$ cat src/rtl/vpu_req_queue.sv
// Instruction FIFO and in-flight tag tracker in front of the VPU request port.
// Issues queued instructions under an outstanding limit and checks response order.
module vpu_req_queue #(
    parameter int INSTR_WIDTH     = 64,
    parameter int STREAM_ID_WIDTH = 8,
    parameter int DEPTH           = 8,
    parameter int MAX_INFLIGHT    = 4
) (
    input  logic                           clk,
    input  logic                           rst_n,
    input  logic                           host_valid_i,
    output logic                           host_ready_o,
    input  logic [INSTR_WIDTH-1:0]         host_instr_i,
    input  logic [STREAM_ID_WIDTH-1:0]     host_stream_id_i,
    output logic                           req_valid_o,
    input  logic                           req_ready_i,
    output logic [INSTR_WIDTH-1:0]         req_instr_o,
    output logic [STREAM_ID_WIDTH-1:0]     req_stream_id_o,
    input  logic                           rsp_valid_i,
    input  logic [STREAM_ID_WIDTH-1:0]     rsp_stream_id_i,
    output logic                           cpl_valid_o,
    output logic [STREAM_ID_WIDTH-1:0]     cpl_stream_id_o,
    output logic                           err_o,
    input  logic                           err_clr_i,
    output logic [$clog2(DEPTH):0]         count_o,
    output logic [$clog2(MAX_INFLIGHT):0]  inflight_o,
    output logic                           idle_o
);
    localparam int AW = (DEPTH > 1) ? $clog2(DEPTH) : 1;
    localparam int CW = $clog2(DEPTH) + 1;
    localparam int TW = (MAX_INFLIGHT > 1) ? $clog2(MAX_INFLIGHT) : 1;
    localparam int FW = $clog2(MAX_INFLIGHT) + 1;
    localparam logic [CW-1:0] DEPTH_C   = CW'(DEPTH);
    localparam logic [FW-1:0] MAX_C     = FW'(MAX_INFLIGHT);
    localparam logic [TW-1:0] TAG_LAST  = TW'(MAX_INFLIGHT - 1);

    logic [INSTR_WIDTH-1:0]     r_instr_mem [DEPTH];
    logic [STREAM_ID_WIDTH-1:0] r_sid_mem   [DEPTH];
    logic [AW-1:0]              r_wr_ptr;
    logic [AW-1:0]              r_rd_ptr;
    logic [CW-1:0]              r_count;

    logic [STREAM_ID_WIDTH-1:0] w_tag_q [MAX_INFLIGHT];
    logic [TW-1:0]              r_tag_wr;
    logic [TW-1:0]              r_tag_rd;
    logic [FW-1:0]              r_inflight;

    logic                       r_err;
    logic                       r_cpl_valid;
    logic [STREAM_ID_WIDTH-1:0] r_cpl_sid;

    logic                       w_push;
    logic                       w_issue;
    logic                       w_rsp_ok;
    logic                       w_set_err;
    logic [STREAM_ID_WIDTH-1:0] w_tag_head;

    // Ready/valid come only from registered occupancy, so a full FIFO never
    // accepts a push in the same cycle as a pop.
    assign host_ready_o    = (r_count < DEPTH_C);
    assign req_valid_o     = (r_count != '0) && (r_inflight < MAX_C);
    assign req_instr_o     = r_instr_mem[r_rd_ptr];
    assign req_stream_id_o = r_sid_mem[r_rd_ptr];
    assign w_push          = host_valid_i && host_ready_o;
    assign w_issue         = req_valid_o && req_ready_i;
    assign w_tag_head      = w_tag_q[r_tag_rd];
    assign w_rsp_ok        = rsp_valid_i && (r_inflight != '0);
    assign w_set_err       = (rsp_valid_i && (r_inflight == '0)) ||
                             (w_rsp_ok && (rsp_stream_id_i != w_tag_head));

    always_ff @(posedge clk) begin
        if (w_push) begin
            r_instr_mem[r_wr_ptr] <= host_instr_i;
            r_sid_mem[r_wr_ptr]   <= host_stream_id_i;
        end
    end

    always_ff @(posedge clk) begin
        if (!rst_n) begin
            r_wr_ptr <= '0;
            r_rd_ptr <= '0;
            r_count  <= '0;
        end else begin
            if (w_push) r_wr_ptr <= r_wr_ptr + AW'(1);
            if (w_issue) r_rd_ptr <= r_rd_ptr + AW'(1);
            case ({w_push, w_issue})
                2'b10:   r_count <= r_count + CW'(1);
                2'b01:   r_count <= r_count - CW'(1);
                default: r_count <= r_count;
            endcase
        end
    end

    genvar gi;
    generate
        for (gi = 0; gi < MAX_INFLIGHT; gi++) begin : g_tag
            logic [STREAM_ID_WIDTH-1:0] r_tag;
            always_ff @(posedge clk) begin
                if (!rst_n) begin
                    r_tag <= '0;
                end else if (w_issue && (r_tag_wr == TW'(gi))) begin
                    r_tag <= r_sid_mem[r_rd_ptr];
                end
            end
            assign w_tag_q[gi] = r_tag;
        end
    endgenerate

    // Tag pointers wrap explicitly so a single-entry tracker stays at index 0.
    always_ff @(posedge clk) begin
        if (!rst_n) begin
            r_tag_wr   <= '0;
            r_tag_rd   <= '0;
            r_inflight <= '0;
        end else begin
            if (w_issue) r_tag_wr <= (r_tag_wr == TAG_LAST) ? '0 : r_tag_wr + TW'(1);
            if (w_rsp_ok) r_tag_rd <= (r_tag_rd == TAG_LAST) ? '0 : r_tag_rd + TW'(1);
            case ({w_issue, w_rsp_ok})
                2'b10:   r_inflight <= r_inflight + FW'(1);
                2'b01:   r_inflight <= r_inflight - FW'(1);
                default: r_inflight <= r_inflight;
            endcase
        end
    end

    always_ff @(posedge clk) begin
        if (!rst_n) begin
            r_err       <= 1'b0;
            r_cpl_valid <= 1'b0;
            r_cpl_sid   <= '0;
        end else begin
            if (w_set_err) r_err <= 1'b1;
            else if (err_clr_i) r_err <= 1'b0;
            r_cpl_valid <= w_rsp_ok;
            if (w_rsp_ok) r_cpl_sid <= rsp_stream_id_i;
        end
    end

    assign cpl_valid_o     = r_cpl_valid;
    assign cpl_stream_id_o = r_cpl_sid;
    assign err_o           = r_err;
    assign count_o         = r_count;
    assign inflight_o      = r_inflight;
    assign idle_o          = (r_count == '0) && (r_inflight == '0);
endmodule
$ cat config.mk
export PLATFORM = sky130hd
export DESIGN_NAME = vpu_req_queue
export DESIGN_NICKNAME = d
export VERILOG_FILES = /design/src/rtl/vpu_req_queue.sv
export SDC_FILE = /design/constraint.sdc
export NUM_CORES = 1
export LEC_CHECK = 0
export ABC_AREA = 1
export ABC_CLOCK_PERIOD_IN_PS = 7700
export CELL_PAD_IN_SITES_DETAIL_PLACEMENT = 1
export CELL_PAD_IN_SITES_GLOBAL_PLACEMENT = 1
export CORE_MARGIN = 1.5
export CORE_UTILIZATION = 52
export CTS_CLUSTER_SIZE = 8
export DETAILED_ROUTE_END_ITERATION = 8
export PLACE_DENSITY = 0.93
export SYNTH_ARGS = -nofsm -noshare
export SYNTH_HDL_FRONTEND = slang
export SYNTH_SLANG_ARGS = --single-unit
$ cat constraint.sdc
create_clock -name clk -period 7.7 [get_ports clk]
set_clock_uncertainty 0.1 [all_clocks]
set_input_delay 0.77 -clock clk [delete_from_list [all_inputs] [get_ports clk]]
set_output_delay 0.77 -clock clk [all_outputs]
set_load 0.005 [all_outputs]
==> run_results.csv <==
group,metric,value,unit
run_status,status,"finished, final reports clean",
clock_network,clock_sinks,638,
setup_path,rrSetupSlack,4.25,ns
sta,min_period,5.21,ns
sta,worstMarginPinSlew,1.17,ns
clock_network,ctsResizeCount,0,
clock_network,root_buffer,"clkbuf_16",
min_path,min_path_type,"reg2reg",
synth,synth_compound_area_frac,0.120,
setup_path,crit_path_start_kind,"register",
global_route,grt_usage,0.287,
pwr,p_leak,0.00991,uW
synth,synth.mux.area_fraction,0,
clock_network,cts_buffers,89,
sta,timing.final.crit_share,0.676,
floorplanning,core,0.0477,mm^2
layout,final.fill_count,4583,
global_route,grt_overflow,0,
synth,yosysSeqAreaShare,0.737,
synth,netlist-cell-type-count,37,
setup_path,path_cells,"inv_8 -> buf_4 -> o21ai_1 -> o22ai_1 -> nor2_1 -> a31oi_1 -> clkdlybuf4s50_1",
clock_network,h-tree-depth,3,
clock_network,clockBufferDepth,3,
sta,fmax,0.192,GHz
setup_path,worstPathMaxFanout,201,
setup_path,arrival,4.34,ns
floorplanning,rows,80,
setup_path,critPathKind,"reg2out",
layout,seqCellArea,0.0185,mm^2
pwr,p_clk_frac,0.336,
synth,synthXorXnorAreaFrac,0.000696,
route,totalWireLength,71000,um
route,viasPerCell,6.06,
setup_path,cp_num_buf_inv,3,
setup_path,r2r_cells,6,
floorplanning,fp.dieH,223,um
sta,drv_slew,0,
setup_path,slowest_delay,0.87,ns
setup_path,cp.required,6.83,ns
synth,synth-seq-cells,638,
synth,synth_edf_count,576,
sta,rsz0062_at_grt,"no",
sta,max-slew-margin-rel,0.219,
flow_run,maxCapViolations,0,
layout,multi_input_area,0.00568,mm^2
setup_path,cpMaxStageDelayCell,"buf_4",
setup_path,cp.depth,7,
pwr,power,10400,uW
global_route,grt_max_degree,202,
clock_network,cts.clk_slew.worst_paths,0.05,ns
synth,yosys-top-cells-area,"edfxtp_1 69%, nor2_1 7.5%, o21ai_0 5.2%",
synth,synth_area,0.0252,mm^2
synth,async_flop_share,0,
sta,setup-tns-final,0,ns
synth,synth_adder_area_share,0.00627,
route,drc_errors,0,
layout,area_growth,17.5,%
clock_network,cts_tree,"done",
clock_network,worst_skew_pair.late_latency,0.62,ns
route,initialDrtViolationCount,1625,
synth,synthCells,1993,
synth,yosys.area_share.simple,0.0960,
floorplanning,io_pins,178,
synth,syn_avg_cell_area,12.6,um^2
synth,yosysTopAreaCell,"edfxtp_1",
global_route,antenna_found_initial,6,
sta,hold_violations,0,
clock_network,post_cts_buffers,0,
layout,final_nets,2258,
setup_path,r2r-end,"g_tag[3].r_tag[6]",
synth,ys.flop_type,"edfxtp_1",
synth,yosys-top-cells-count,"576 x edfxtp_1, 501 x nor2_1, 261 x o21ai_0",
setup_path,worstSetupEndpoint,"req_instr_o[31]",
pwr,vdd_ir_drop_max,0.288,mV
pwr,swShare,0.309,
floorplanning,dieArea,0.0497,mm^2
floorplanning,fp.dieW,223,um
synth,yosys_warnings,0,
route,ant_nets,0,
global_route,grt_pass1_vias,18645,
route,routedWlPerCell,25.4,um
place,dpl.hpwl,38900,um
place,globalplace.congestion,0.761,
synth,synth.net_count,2091,
synth,synth_top_area_frac,0.687,
synth,post-synth-top-count-cell,"edfxtp_1",
pwr,p_int,7160,uW
pwr,p_per_area,351,mW/mm^2
pwr,netSwitchingPower,3210,uW
clock_network,hold_buffers,0,
layout,drive_gt1_frac,0.0743,
sta,finalSetupViolations,0,
floorplanning,start_util,0.527,
setup_path,cp_top_family,"buffers and inverters",
setup_path,critPathCaptureType,"output pin",
pwr,seqPwrFrac,0.408,
global_route,grt_pass1_wl,108000,um
route,first_pass_iters,5,
place,port_buffers,177,
pwr,p_comb_frac,0.256,
route,vias,16963,
synth,synth_top_family_by_area,"compound AO/OA/AOI/OAI gates",
cells in the final DEF (no fill, tap or decap), drive strengths merged, types with 3 or more instances in the layout:
cell           Yosys  final
inv               48     51
edfxtp           576    576
nor2             504    504
a21oi             54     54
clkinv             1      3
dfxtp             62     62
nand3             39     39
clkbuf            36    106
o221ai             8      8
ha                11     11
nand2             74     74
a31oi             64     64
buf               88     23
o21ai            350    350
diode              0      4
o22ai             72     72
clkdlybuf4s50      0    177
sequential cells by signal (all words and copies together), names as in the netlist, named ones only:
register,cells
count_o,4
cpl_stream_id_o,8
cpl_valid_o,1
err_o,1
g_tag.r_tag,32
inflight_o,3
r_instr_mem,512
r_rd_ptr,3
r_sid_mem,64
r_tag_rd,2
r_tag_wr,2
r_wr_ptr,3
layer usage:
layer	vias to the layer above	global-route usage	wire (um)
met5	-	0	39
met4	6	0.110	1730
met3	134	0.0525	3900
met2	671	0.506	37400
met1	8614	0.351	27900
li1	7538	-	-
metrics by stage:
step / utilization / cell area (um^2) / hold WS, ns / instances / setup WS [ns]
after global routing: 0.619 / 29600 / 0.401 / 2798 / 2.33
final: 0.619 / 29600 / 0.377 / 2799 / 2.49
after global placement: 0.568 / 27100 / 0.352 / 2684 / 3.34
after floorplan: - / 25200 / 0.333 / 1993 / 2.98
after CTS: 0.619 / 29500 / 0.379 / 2795 / 2.59
after detailed placement: 0.568 / 27100 / 0.371 / 2684 / 3.26
power groups by stage:
stage                     Combinational, uW  Clock [uW]  Sequential [uW]
after global placement                 2420           0             4260
after global routing                   2890        3640             4250
after CTS                              2650        3520             4230
after detailed placement               2590           0             4280
final                                  2650        3480             4230
after floorplan                        1610           0             4210
worst min path at each step:
| stage | cells past startpoint | startpoint | endpoint |
|---|---|---|---|
| after global placement | 2 | err_o | err_o |
| after floorplan | 2 | r_rd_ptr[2] | register |
| final | 2 | err_o | err_o |
| after CTS | 2 | g_tag[3].r_tag[7] | g_tag[3].r_tag[7] |
| after global routing | 2 | g_tag[3].r_tag[7] | g_tag[3].r_tag[7] |
| after detailed placement | 2 | g_tag[3].r_tag[7] | g_tag[3].r_tag[7] |
cell families after synthesis:
family | Yosys count
buf+inv | 173
fa+ha+maj | 12
flops | 638
compound gates | 548
simple gates | 620
xor+xnor | 2
cell type report:
cell class                      instances  area share
Clock inverter                          5     0.00237
Clock buffer                          106      0.0790
Sequential cell                       638       0.627
Tap cell                              615      0.0260
Antenna cell                            4    0.000339
Multi-Input combinational cell       1182       0.192
Inverter                               49     0.00682
Timing Repair Buffer                  200      0.0658
tightest hold or removal path, stage by stage (launching register included):
cell     delay, ns
dfxtp_1       0.31
nand2_1       0.07
a21oi_1       0.05
Power figures use the tool's default switching activity.
